### config.mk
export PLATFORM = sky130hd
export DESIGN_NAME = rotor_step_ctrl
export DESIGN_NICKNAME = d
export VERILOG_FILES = /design/src/rtl/rotor_step_ctrl.sv
export SDC_FILE = /design/constraint.sdc
export NUM_CORES = 1
export LEC_CHECK = 0
export CAP_MARGIN = 20
export CORE_MARGIN = 1
export CORE_UTILIZATION = 46
export CTS_CLUSTER_DIAMETER = 50
export DETAILED_ROUTE_END_ITERATION = 7
export GPL_TIMING_DRIVEN = 0
export PLACE_DENSITY_LB_ADDON = 0.15
export SLEW_MARGIN = 0
export SYNTH_ARGS = -nofsm -noshare
export SYNTH_HDL_FRONTEND = slang
export SYNTH_SLANG_ARGS = --single-unit
### constraint.sdc
create_clock -name clk_i -period 1.76 [get_ports clk_i]
set_input_delay 0.528 -clock clk_i [delete_from_list [all_inputs] [get_ports clk_i]]
set_output_delay 0.528 -clock clk_i [all_outputs]
set_load 0.01 [all_outputs]
### src/rtl/rotor_step_ctrl.sv
// ---------------------------------------------------------------------------
// rotor_step_ctrl
//   Stepping controller for a three-rotor (L/M/R) substitution path. On each
//   accepted keypress, all three rotor positions step at once. The controller
//   then waits a fixed number of cycles so the combinational rotor path can
//   settle. After that it presents ENC_VALID until the consumer acknowledges.
//
// Ports
//   clk_i          sole clock, rising edge
//   rst_ni         asynchronous active-low reset
//   load_i         one-cycle request to load start positions (IDLE only)
//   load_l/m/r_i   start positions; values 26..31 fold down by 26
//   key_valid_i    keypress request
//   key_ready_o    high only in IDLE
//   enc_valid_o    high only in VALID (positions stable, letter may be sampled)
//   enc_ack_i      consumer has sampled the letter (honoured only in VALID)
//   pos_l/m/r_o    registered rotor positions, always 0..25
//   key_cnt_o      keypresses accepted since reset or last LOAD (mod 2^16)
// ---------------------------------------------------------------------------
module rotor_step_ctrl #(
  parameter int NOTCH_L = 16,
  parameter int NOTCH_M = 4,
  parameter int NOTCH_R = 21,
  parameter int SETTLE  = 2
) (
  input  logic        clk_i,
  input  logic        rst_ni,
  input  logic        load_i,
  input  logic [4:0]  load_l_i,
  input  logic [4:0]  load_m_i,
  input  logic [4:0]  load_r_i,
  input  logic        key_valid_i,
  output logic        key_ready_o,
  output logic        enc_valid_o,
  input  logic        enc_ack_i,
  output logic [4:0]  pos_l_o,
  output logic [4:0]  pos_m_o,
  output logic [4:0]  pos_r_o,
  output logic [15:0] key_cnt_o
);

  // The left-rotor notch has no effect on stepping: there is no fourth rotor
  // for it to carry into. It is still range-checked with the others so that a
  // bad configuration fails at elaboration.
  if (NOTCH_L < 0 || NOTCH_L > 25 || NOTCH_M < 0 || NOTCH_M > 25 ||
      NOTCH_R < 0 || NOTCH_R > 25 || SETTLE < 1 || SETTLE > 15) begin : g_bad_params
    $fatal(1, "rotor_step_ctrl: parameter out of range");
  end

  localparam logic [4:0] NOTCH_M_C = 5'(NOTCH_M);
  localparam logic [4:0] NOTCH_R_C = 5'(NOTCH_R);
  localparam logic [3:0] SETTLE_LD = 4'(SETTLE - 1);

  typedef enum logic [1:0] {
    ST_IDLE   = 2'd0,
    ST_SETTLE = 2'd1,
    ST_VALID  = 2'd2
  } state_e;

  state_e      state_q, state_d;
  logic [3:0]  cnt_q, cnt_d;
  logic [4:0]  pos_l_q, pos_l_d;
  logic [4:0]  pos_m_q, pos_m_d;
  logic [4:0]  pos_r_q, pos_r_d;
  logic [15:0] key_cnt_q, key_cnt_d;

  logic load_acc;
  logic key_acc;
  logic step_m;
  logic step_l;

  // Fold an out-of-range 5-bit load value (26..31) back into 0..25.
  function automatic logic [4:0] fold26(input logic [4:0] v);
    return (v > 5'd25) ? (v - 5'd26) : v;
  endfunction

  // Modulo-26 increment.
  function automatic logic [4:0] inc26(input logic [4:0] v);
    return (v >= 5'd25) ? 5'd0 : (v + 5'd1);
  endfunction

  // LOAD has priority over a same-cycle key; the key is dropped, not queued.
  assign load_acc = (state_q == ST_IDLE) && load_i;
  assign key_acc  = (state_q == ST_IDLE) && key_valid_i && !load_i;

  // Double-stepping: the middle rotor also steps when it sits on its own
  // notch, which is the same condition that carries into the left rotor.
  assign step_m = (pos_r_q == NOTCH_R_C) || (pos_m_q == NOTCH_M_C);
  assign step_l = (pos_m_q == NOTCH_M_C);

  // State register
  always_ff @(posedge clk_i or negedge rst_ni) begin
    if (!rst_ni) begin
      state_q <= ST_IDLE;
    end else begin
      state_q <= state_d;
    end
  end

  // Next-state logic
  always_comb begin
    state_d = state_q;
    case (state_q)
      ST_IDLE:   if (key_acc) state_d = ST_SETTLE;
      ST_SETTLE: if (cnt_q == 4'd0) state_d = ST_VALID;
      ST_VALID:  if (enc_ack_i) state_d = ST_IDLE;
      default:   state_d = ST_IDLE;
    endcase
  end

  // Output logic
  always_comb begin
    key_ready_o = (state_q == ST_IDLE);
    enc_valid_o = (state_q == ST_VALID);
  end

  // Datapath next-state: positions only change on LOAD or key accept, so they
  // hold through SETTLE and VALID.
  always_comb begin
    pos_l_d   = pos_l_q;
    pos_m_d   = pos_m_q;
    pos_r_d   = pos_r_q;
    key_cnt_d = key_cnt_q;
    cnt_d     = cnt_q;
    if (load_acc) begin
      pos_l_d   = fold26(load_l_i);
      pos_m_d   = fold26(load_m_i);
      pos_r_d   = fold26(load_r_i);
      key_cnt_d = 16'd0;
    end else if (key_acc) begin
      pos_r_d   = inc26(pos_r_q);
      if (step_m) pos_m_d = inc26(pos_m_q);
      if (step_l) pos_l_d = inc26(pos_l_q);
      key_cnt_d = key_cnt_q + 16'd1;
      cnt_d     = SETTLE_LD;
    end else if (state_q == ST_SETTLE && cnt_q != 4'd0) begin
      cnt_d = cnt_q - 4'd1;
    end
  end

  always_ff @(posedge clk_i or negedge rst_ni) begin
    if (!rst_ni) begin
      pos_l_q   <= 5'd0;
      pos_m_q   <= 5'd0;
      pos_r_q   <= 5'd0;
      key_cnt_q <= 16'd0;
      cnt_q     <= 4'd0;
    end else begin
      pos_l_q   <= pos_l_d;
      pos_m_q   <= pos_m_d;
      pos_r_q   <= pos_r_d;
      key_cnt_q <= key_cnt_d;
      cnt_q     <= cnt_d;
    end
  end

  assign pos_l_o   = pos_l_q;
  assign pos_m_o   = pos_m_q;
  assign pos_r_o   = pos_r_q;
  assign key_cnt_o = key_cnt_q;

endmodule

Yosys cells after proc, flatten, opt, wreduce, memory -nomap -nowiden --
Cells that the tools add are included.
Cells by class: add/sub/neg operators 8, $lt $le $gt $ge 6, equal/unequal tests 7, multiplexer cells 22, bitwise logic cells 1, reductions and logical operators 17
Operators with widths (count):
- 5-bit 2-to-1 mux | 14
- 16-bit 2-to-1 mux | 2
- 16-bit by 1-bit adder with 16-bit output (second input constant) | 1
- 5-bit by 1-bit adder with 5-bit output (second input constant) | 3
- 5-bit greater-or-equal comparator (second input constant) | 3
- 5-bit greater-than comparator (second input constant) | 3
- 5-bit subtractor (second input constant) | 3
- 4-bit 2-to-1 mux | 2
- 2-bit nonzero test | 4
- 2-bit 2-to-1 mux | 3
- 2-bit one-hot mux with 3 select lines | 1
- 2-bit AND reduction | 3
- 5-bit by 3-bit == test with 1-bit output (second input constant) | 1
- 5-bit == test (second input constant) | 1
- 1-bit logical AND | 4
- 4-bit zero test | 1
- 2-bit by 1-bit != test with 1-bit output (second input constant) | 2
- 4-bit nonzero test | 1
- 4-bit by 1-bit subtractor with 4-bit output (second input constant) | 1
- 3-bit AND reduction | 1
- 2-bit by 1-bit == test with 1-bit output (second input constant) | 1
- 2-bit == test (second input constant) | 1
- 2-bit zero test | 1
- 2-bit != test (second input constant) | 1
- other kinds (3) | 3
Storage, ports and cells: bits in registers 37, bits of input ports 20, output and inout port bits 33, logic and storage cells 67

Longest topological paths before layout --
depth in word-level cells 5, mapped depth 6, depth with buffers taken out 6

Worst setup path after synthesis --
No wires, ideal clock.
kind reg-to-reg, start point register pos_m_q[1], in the netlist pos_m_o[1], end point register pos_m_q[1], in the netlist pos_m_o[1], setup time 0.082 ns, arrival 1.864 ns, setup slack -0.186 ns, stages on the path, launching flop included 7, period minus slack after synthesis 1.946 ns, cell sequence dfrtp_1 inv_1 ha_1 nor4_1 nor2_1 or3b_2 a31oi_1
Between the ends: cells in the longest elaborated chain, start to end 5, elaborated cells between the ends (all ways) 10
RTL lines:
- from (decl) | RTL line 63 | logic [4:0] pos_m_q, pos_m_d;
- from (signal assigned) | RTL line 150 | pos_m_q <= pos_m_d;
- 5-bit by 1-bit adder with 5-bit output or 5-bit greater-or-equal comparator (tied branches) | RTL line 79 | return (v >= 5'd25) ? 5'd0 : (v + 5'd1);
- 5-bit 2-to-1 mux | RTL line 79
- 5-bit 2-to-1 mux | RTL line 132 | if (step_m) pos_m_d = inc26(pos_m_q);
- 5-bit 2-to-1 mux | RTL line 130 | end else if (key_acc) begin
- 5-bit 2-to-1 mux | RTL line 125 | if (load_acc) begin
Several ways; a longest one is shown, not always the timed one. The select of a mux whose other input is x is not followed. A chain may end at the register's enable or synchronous reset.

Worst setup path in the final report --
start point register state_q[1], end point register key_cnt_q[14], in the netlist key_cnt_o[14]
Between the ends: cells in the longest elaborated chain, start to end 4, elaborated cells between the ends (all ways) 6
RTL lines:
- from (decl) | RTL line 60 | state_e state_q, state_d;
- from (signal assigned) | RTL line 96 | state_q <= state_d;
- 2-bit zero test (*) | RTL line 83, 84
- 1-bit logical AND (2 in a row) | RTL line 84 | assign key_acc = (state_q == ST_IDLE) && key_valid_i && !load_i;
- 2-bit nonzero test (no source line)
- to (signal assigned) | RTL line 152 | key_cnt_q <= key_cnt_d;
- to (decl) | RTL line 65 | logic [15:0] key_cnt_q, key_cnt_d;
Every way passes the cells marked *; elsewhere a longest branch is shown, timed or not.

==> out/metrics.cfg <==
[outcome]
status=finished with violations
violations=setup timing

[global_route]
grt_use_met3_pct=3.01
antenna_found_initial=0
grt_pass1_wl_um=11300
grt_max_degree=38
busiest_layer=met2
grt-ovfl-total=0
grt_use_met1_pct=30.7
grt_use_total_pct=24.1
use_met2_pct=41.8
grt_pass1_vias=2474

[worst_setup_path]
worstSetupPathDepth=7
path_class=flip-flop to flip-flop
cp_slowest_cell=or4_4
rr_worst_depth=7
cp.arrival_ns=2.08
max_stage_delay_ns=0.47
cpMostUsedCell=buf_4
cp-start-kind=flip-flop
path_delay_family=simple AND/OR/NAND/NOR gates
cp-end-kind=flip-flop
critPathMaxFanout=5
crit_chain=buf_6, nor4b_4, buf_4, buf_4, nand3_4, or4_4, a21oi_2
required_ns=2.00
critPathBufInv=3

[floorplan]
core-area_um2=5170
die_w_um=75.9
die_h_um=75.9
num_rows=26
die_area_um2=5760
pin_count=53
initial_utilization_pct=48.6

[clock_tree]
root_buffer=clkbuf_8
cts_buffers=5
cts_hold_buf=0
cts.clk_slew.worst_paths_ns=0.09
htreeDepth=2
cts_sinks=37
clock_latency_ns=0.30
cts_buffer_depth=2
cts_tree=done

[power]
combPwrFrac_pct=59.2
sequentialPowerShare_pct=27.5
ir_drop_mv=0.643
p_leak_nw=1.84
switchingPower_mw=2.02
p_per_area_nw_per_um2=1300
p_clk_share_pct=13.3
netSwitchingFraction_pct=40.8
cell_internal_pwr_mw=2.93

[sta]
drv_slew=0
report.final.hold_viol_count=0
fin_worst_skew_ns=0.0133
max_freq_ghz=0.542
worst_slew_pin_slew_ns=0.855
relSlewSlack_pct=43.0
setup_viol=4
timing.final.crit_share_pct=105
finalWorstPathRequiredPeriod_ns=1.85
fin_ws_ns=-0.0854
rsz0062_at_grt=yes

[cells_and_area]
stdcell_area_um2=3820
utilization_pct=73.8
fillers=383
diodes=0
drive_gt1_share_pct=32.1
multi_input_area_um2=1670
finalNetCount=424
area_delta_synth_final_pct=51.9
seq_area_um2=941

[synthesis]
ys.flop_type=dfrtp_1
ys_ff_latch=37
post_synth.cell_area_avg_um2=8.98
synth_area_leaders=dfrtp_1 37%, ha_1 7.5%, o21ai_0 3.6%
syn_nets=315
yosys.area.top_type=dfrtp_1
yosys_warnings=0
synth_edf_count=0
synth-seq-area-share_pct=36.8
synth_cell_types=55
synthCells=280
netlist_area_um2=2510
synth-async-reset-ratio_pct=100
synth_top_area_share_pct=36.8

[drt]
via_per_inst=5.82
final_antenna_net_count=0
drt-initial-drc-count=155
drc=0
finalWirelength_um=7080
first_pass_iters=6
via_count=2678
wl_per_cell_um=15.4

[worst_hold_path]
min_path_type=input port to asynchronous set/reset pin

[placed_design]
io_buffer_count=52
dp_hpwl_um=4430
routabilityCongestion=0.800
postPlaceCellArea_um2=3140

[flow_run]
cap_violations=0

## synth_stat cells, drive strengths merged, types with 5 or more instances
library cell	number
dfrtp	37
inv	21
o21ai	18
nand2	16
ha	15
a21oi	14
nor2	14
a31oi	11
nand3	11
nor3	10
o211ai	8
nand2b	7
nand4	7
xor2	7
clkbuf	6
nor2b	6
o31ai	5
or4	5
## layout by cell type, fill, tap and decap left out, drive strengths merged, types with 2 or more instances in the layout
| cell | Yosys | final |
|---|---|---|
| a211o | 2 | 2 |
| nor2b | 6 | 6 |
| and3 | 4 | 4 |
| clkinv | 0 | 2 |
| or2 | 3 | 3 |
| nand3 | 11 | 11 |
| dlymetal6s2s | 0 | 9 |
| a21bo | 3 | 3 |
| o211ai | 8 | 8 |
| or3b | 4 | 4 |
| o2111ai | 2 | 2 |
| inv | 21 | 21 |
| clkdlybuf4s50 | 0 | 19 |
| dfrtp | 37 | 37 |
| o22ai | 3 | 3 |
| or4 | 5 | 5 |
| nand2b | 7 | 7 |
| nor3 | 10 | 10 |
| a22o | 3 | 3 |
| nand4 | 7 | 8 |
| dlygate4sd2 | 0 | 19 |
| and2 | 3 | 3 |
| buf | 3 | 56 |
| o21ai | 18 | 18 |
| xor2 | 7 | 7 |
| or3 | 2 | 2 |
| clkbuf | 6 | 12 |
| ha | 15 | 15 |
| nand2 | 16 | 16 |
| o31ai | 5 | 5 |
| a31oi | 11 | 11 |
| o2bb2ai | 3 | 3 |
| nor2 | 14 | 14 |
| o21a | 2 | 2 |
| nor4b | 2 | 2 |
| a21oi | 14 | 14 |
| nor4 | 3 | 3 |
## state kept, by name (all words and copies together), names as in the netlist
| register | count |
|---|---|
| cnt_q | 4 |
| state_q | 2 |
| pos_r_o | 5 |
| pos_l_o | 5 |
| key_cnt_o | 16 |
| pos_m_o | 5 |
## path summary, 6_finish.rpt
| path | start | endpoint | slack, ns |
|---|---|---|---|
| worst max-delay path | state_q[1]$_DFFE_PN0P_ | key_cnt_o[14]$_DFFE_PN0P_ | -0.09 |
| worst min-delay path | rst_ni | key_cnt_o[13]$_DFFE_PN0P_ | 0.33 |
| worst max register to register | state_q[1]$_DFFE_PN0P_ | key_cnt_o[14]$_DFFE_PN0P_ | -0.09 |
| worst min register to register | cnt_q[0]$_DFFE_PN0P_ | cnt_q[0]$_DFFE_PN0P_ | 0.50 |
| max in group asynchronous | rst_ni | pos_m_o[1]$_DFFE_PN0P_ | 0.82 |
| min in group clk_i | cnt_q[0]$_DFFE_PN0P_ | cnt_q[0]$_DFFE_PN0P_ | 0.50 |
## timing repair
action                     CTS  global route
resized for setup           70            42
cloned                       1             0
pin swaps                   15            11
hold endpoints to repair     0             0
setup endpoints to repair   66            34
buffers inserted            43             7
## area by class of cell
type | count | area share (%)
buffer | 9 | 1.77
clock inverter | 2 | 0.360
sequential | 37 | 24.6
tap | 70 | 2.29
inverter | 21 | 2.06
multi-input combinational | 214 | 43.7
clock buffer | 6 | 2.16
timing repair buffer | 101 | 23.0
## per-stage QoR
| step | setup TNS [ns] | worst slack, ns | hold slack [ns] | total power, mW | std cells |
|---|---|---|---|---|---|
| global route | -0.991 | -0.146 | 0.396 | 5.28 | 460 |
| floorplan | -0.0110 | -0.00276 | 0.232 | 2.67 | 280 |
| global placement | -56.36 | -0.948 | 0.492 | 3.46 | 402 |
| finish | -0.180 | -0.0854 | 0.332 | 4.96 | 460 |
| detailed placement | -27.64 | -0.983 | 0.500 | 3.51 | 402 |
| CTS | -0.356 | -0.0887 | 0.361 | 4.76 | 454 |
## cells by family after synthesis
group	share of synthesized area, %
buffers and inverters	4.63
and+or+nand+nor	24.1
xor gates and xnor gates	2.44
muxes	0.846
AOI/OAI and AO/OA	23.7
adders and majority gates	7.47
DFF	36.8
## layer usage
layer | vias to the layer above | part of all wire [%]
met4 | 0 | 1.2
li1 | 1282 | -
met5 | - | 0
met3 | 11 | 5.1
met1 | 1276 | 44
met2 | 109 | 50
## power groups by stage
stage | Sequential, mW | Combinational, mW | Clock (mW)
2_1_floorplan | 1.50 | 1.17 | 0
3_3_place_gp | 1.49 | 1.97 | 0
3_5_place_dp | 1.50 | 2.01 | 0
4_1_cts | 1.34 | 2.76 | 0.654
5_1_grt | 1.40 | 3.16 | 0.719
6_report | 1.36 | 2.93 | 0.661
No activity file was read; power rests on OpenSTA's default activity.
